File: config.mk
export PLATFORM = sky130hd
export DESIGN_NAME = periph_rx_arbiter
export DESIGN_NICKNAME = d
export VERILOG_FILES = /design/src/rtl/periph_rx_arbiter.sv
export SDC_FILE = /design/constraint.sdc
export NUM_CORES = 1
export LEC_CHECK = 0
export CAP_MARGIN = 20
export CELL_PAD_IN_SITES_DETAIL_PLACEMENT = 1
export CELL_PAD_IN_SITES_GLOBAL_PLACEMENT = 1
export CORE_ASPECT_RATIO = 0.8
export CORE_MARGIN = 8
export CORE_UTILIZATION = 48
export DETAILED_ROUTE_END_ITERATION = 6
export PLACE_DENSITY = 0.81
export REMOVE_ABC_BUFFERS = 1
export SETUP_SLACK_MARGIN = 0.4
export SLEW_MARGIN = 20
export SYNTH_ARGS = -nofsm -noshare
export SYNTH_HDL_FRONTEND = slang
export SYNTH_SLANG_ARGS = --single-unit
File: constraint.sdc
create_clock -name clk -period 11.6 [get_ports clk]
set_input_delay 2.32 -clock clk [delete_from_list [all_inputs] [get_ports clk]]
set_output_delay 2.32 -clock clk [all_outputs]
set_load 0.02 [all_outputs]
File: src/rtl/periph_rx_arbiter.sv
// periph_rx_arbiter: round-robin merge of stream and cfg packet queues onto one RX FIFO write port
// Ports: clk/rst (async, active-high); stream_data/stream_valid and cfg_data/cfg_valid are
//        fire-and-forget push sources; rx_data/rx_wren/rx_full form the RX FIFO write port;
//        drop_clr clears the saturating stream_drops/cfg_drops overflow counters;
//        idle flags both queues empty with no push in flight.
module periph_rx_arbiter #(
    parameter int DATA_WIDTH = 29,
    parameter int DEPTH      = 4
) (
    input  logic                  clk,
    input  logic                  rst,
    input  logic [DATA_WIDTH-1:0] stream_data,
    input  logic                  stream_valid,
    input  logic [DATA_WIDTH-1:0] cfg_data,
    input  logic                  cfg_valid,
    output logic [DATA_WIDTH-1:0] rx_data,
    output logic                  rx_wren,
    input  logic                  rx_full,
    input  logic                  drop_clr,
    output logic [15:0]           stream_drops,
    output logic [15:0]           cfg_drops,
    output logic                  idle
);
    localparam int AW = $clog2(DEPTH);
    localparam logic [AW:0] FULL_CNT = (AW+1)'(DEPTH);

    logic [1:0] ne, pop;
    logic [DATA_WIDTH-1:0] head [2];
    logic [15:0] drops [2];
    logic last, grant_c;

    // cfg wins a tie unless it was the one served last
    assign grant_c = ne[1] & (~ne[0] | ~last);
    assign rx_wren = |ne & ~rx_full;
    assign pop = {rx_wren & grant_c, rx_wren & ~grant_c};
    assign rx_data = grant_c ? head[1] : head[0];
    assign stream_drops = drops[0];
    assign cfg_drops = drops[1];
    assign idle = ~|ne & ~stream_valid & ~cfg_valid;

    always_ff @(posedge clk or posedge rst) begin
        if (rst) last <= 1'b0;
        else if (rx_wren) last <= grant_c;
    end

    for (genvar i = 0; i < 2; i++) begin : g_q
        logic [DATA_WIDTH-1:0] mem [DEPTH];
        logic [DATA_WIDTH-1:0] din;
        logic [AW-1:0] rd_ptr, wr_ptr;
        logic [AW:0] cnt;
        logic [15:0] dcnt;
        logic valid, push, drop;
        assign valid = (i == 0) ? stream_valid : cfg_valid;
        assign din = (i == 0) ? stream_data : cfg_data;
        // a full queue still accepts a push when it pops in the same cycle
        assign push = valid & ((cnt != FULL_CNT) | pop[i]);
        assign drop = valid & ~push;
        assign ne[i] = cnt != '0;
        assign head[i] = mem[rd_ptr];
        assign drops[i] = dcnt;
        always_ff @(posedge clk or posedge rst) begin
            if (rst) begin
                for (int k = 0; k < DEPTH; k++) mem[k] <= '0;
                rd_ptr <= '0;
                wr_ptr <= '0;
                cnt <= '0;
                dcnt <= '0;
            end else begin
                if (push) mem[wr_ptr] <= din;
                wr_ptr <= wr_ptr + AW'(push);
                rd_ptr <= rd_ptr + AW'(pop[i]);
                cnt <= cnt + (AW+1)'(push) - (AW+1)'(pop[i]);
                dcnt <= drop_clr ? '0 : dcnt + 16'(drop & ~&dcnt);
            end
        end
    end
endmodule

==> summary.txt <==
Starting density of the core - 48.51%
Netlist area before placement - 0.01264 mm2
Half-perimeter wire length of the detailed placement result - 18.57 mm
Synthesis Warnings - 0
Wire per inst - 23.11 um
Detailed-route wire length - 30.71 mm
Clock transition at the registers of the reported paths - 0.06 ns
Basic-gate share of the synthesized area counting and, or, nand and nor cells - 4.444%
Number of maximum-capacitance violations - 0
Worst setup path category - in2out
Part of the total power dissipated in combinational logic - 42.6%
Netlist cell types - 39
Standard-cell row count - 53
Internal power contribution - 3.149 mW
Net switching fraction of the power - 32.78%
Compound-cell area share of the yosys netlist - 0.8808%
Number of H-tree branching levels - 1
Share of layout cells above drive strength 1 - 28.42%
Maximum buffer depth of the clock tree - 3
Via count - 7,446
TritonCTS clock tree - done
Num ports - 127
Initial DRC Count - 274
Actual slew at the worst max-slew pin - 0.9841 ns
Pre-antenna DRT Iters - 4
Min-Delay Path Class - reg2reg
Per-cell via count in the routed design - 5.603
Number of buffers added by the clock tree synthesis step - 29
Number of nets in the finished design - 1,027
XOR/XNOR share of the synthesized area - 2.217%
Port-buffer cells - 126
Cells after synthesis - 825
Number of nets still failing antenna checks after routing - 0
Average cell area after synthesis - 15.32 um2
Commonest non-fill, non-tap cell in the layout - dfrtp_1
Floorplan die area - 0.03182 mm2
Fraction of power consumed by sequential logic - 36.2%
Horizontal die dimension - 197.4 um
Placed Instance Area - 0.01426 mm2
Core region area - 0.02606 mm2
Dominant combinational cell family by area after synthesis - multiplexers
Required time of the critical path - 9.28 ns
Switching power - 1.536 mW
Data arrival time at the worst-slack endpoint - 3.77 ns
Clock Power Share - 21.3%
Relative max-transition margin - 34.16%
Mux share of post-synthesis cell area - 33.58%
Vias in the first global route - 8,497
Final design instance area without fill - 0.01531 mm2
Worst Skew - 0.01893 ns
Peak ir drop on the vdd network - 210.3 uV
Adder and majority cell fraction of the synthesized area - 1.504%
Post-Route Setup TNS - 0 ns
Count of pins over their slew limit - 0
First-pass GRT wire length - 50.14 mm
Leak pwr - 6.279 nW
Clock Latency Late Sink - 0.55 ns
Largest net degree at the start of global routing - 165
Hold path depth - 1
Most used cells in the layout excluding fill and tap cells - 275 x dfrtp_1, 141 x mux2_2, 126 x clkdlybuf4s50_1
Clock Sink Count - 279
Count of hold buffers inserted by post-cts repair - 0
Final min period - 6.095 ns
Largest fanout on the critical path - 3
Power per Cell Area - 306.0 mW/mm2
Highest clock frequency the design can meet - 0.1641 GHz
Final count of negative-setup-slack endpoints - 0
Final weighted congestion in routability-driven placement - 0.7572
Status - complete, no violations
Number of resized instances in the post-cts repair step - 0
Die H - 161.2 um
Total grt overflow - 0
GRT Overall Usage - 19.76%
Hold violation total from the final report - 0
Buffer cell driving the clock tree root - clkbuf_16
Number of DRC violations after detailed routing - 0
Layout-stage area growth over the synthesis result - 21.10%
Sequential fraction of the synthesis area - 55.23%
RSZ-0062 raised after global routing - false
Setup Fix Bufs, Post-CTS - 0
Number of antenna violations at the first check in global routing - 1
Final clock period utilization by the worst path - 52.54%
Startpoint type of the worst setup path - input pin
Capturing element type of the critical path - output port
Logic depth of the worst register-to-register path - 11
Synthesis-stage register bit count - 279
[stage by stage]
step                util [%]  hold slack (ns)  instances  power (mW)  worst slack [ns]
global route           58.75           0.4951       1329       4.948             5.466
CTS                    58.71           0.4853       1328       4.740             5.494
finish                 58.75           0.4836       1329       4.684             5.505
floorplan                  -           0.4527        782       2.974             1.586
global placement       54.72           0.4626       1275       3.612             5.507
detailed placement     54.72           0.4705       1275       3.706             5.524
[synthesized netlist by cell type]
cell type / number / area [um2]
nor3b_1: 1 / 7.510
buf_4: 2 / 15.01
nor2b_1: 5 / 31.28
a31o_2: 1 / 8.760
nor4b_2: 1 / 15.01
a221oi_4: 1 / 26.28
and4_1: 1 / 8.760
xnor2_1: 20 / 175.2
nand2b_1: 1 / 6.260
buf_1: 3 / 11.26
nor2_1: 30 / 112.6
nand3_1: 12 / 60.06
clkbuf_1: 19 / 71.32
a31oi_1: 1 / 6.260
o21ai_0: 4 / 20.02
nand4bb_1: 2 / 22.52
a211oi_1: 1 / 7.510
or3_4: 1 / 11.26
and2_1: 2 / 12.51
nand3b_1: 3 / 22.52
nor4_1: 11 / 68.82
buf_2: 16 / 80.08
inv_2: 1 / 3.750
nor3_1: 10 / 50.05
nand2_1: 12 / 45.04
a21oi_1: 7 / 35.03
xor2_1: 12 / 105.1
buf_6: 3 / 33.78
nand4_1: 6 / 37.54
ha_1: 12 / 150.1
inv_1: 15 / 56.30
fa_1: 2 / 40.04
dfrtp_1: 279 / 6982
mux2_1: 120 / 1351
o211ai_1: 1 / 7.510
mux4_2: 58 / 1306
mux2_2: 141 / 1588
and3_1: 3 / 18.77
or3_1: 5 / 31.28
[worst max-delay path, stage by stage]
cell and delay, ns:
clkdlybuf4s50_1 0.48, nor4_1 0.31, clkdlybuf4s50_1 0.66
[state kept, by name (all words and copies together) (netlist names)]
signal,count
stream_drops,16
g_q.rd_ptr,4
cfg_drops,16
g_q.wr_ptr,4
g_q.cnt,6
g_q.mem,232
last,1
[logic make-up (layout without fill, tap and decap cells)]
logic type	Yosys count	in the layout
adder cells (fa/ha/maj)	14	14
AO/OA/AOI/OAI	16	16
AND/OR/NAND/NOR	106	106
XOR/XNOR	32	32
multiplexers	319	319
other	0	1
buffers and inverters	59	205
flip-flops	279	279
[routing by layer]
layer	routed length [um]	GRT usage (%)
met5	0	0
met4	493	4.131
met3	1192	3.265
met2	14830	31.63
met1	14190	28.17
[power groups by stage]
stage                     clock network, mW  logic (mW)  registers, mW
after CTS                              1.01        2.03           1.70
final                                 0.996        1.99           1.69
after floorplan                           0        1.31           1.66
after detailed placement                  0        2.00           1.70
after global routing                   1.05        2.15           1.75
after global placement                    0        1.94           1.67
[worst paths after layout]
kind                                start        endpoint  slack [ns]
min in group asynchronous             rst  g_q[1].mem[90]        2.35
min                        g_q[0].mem[21]  g_q[0].mem[21]        0.48
min reg2reg                g_q[0].mem[21]  g_q[0].mem[21]        0.48
max reg2reg                 g_q[1].cnt[1]   cfg_drops[10]        8.42
max                             cfg_valid            idle        5.51
max in group asynchronous             rst  g_q[0].mem[85]        7.89
[cell type report]
| type | instances | area, um2 |
|---|---|---|
| Clock inverter | 9 | 127.6 |
| Fill cell | 2440 | 10750 |
| Clock buffer | 44 | 912.1 |
| Antenna cell | 1 | 2.502 |
| Tap cell | 357 | 446.7 |
| Inverter | 16 | 67.56 |
| Sequential cell | 279 | 6987 |
| Multi-Input combinational cell | 487 | 5418 |
| Timing Repair Buffer | 136 | 1349 |
(Power assumes the default switching activity.)
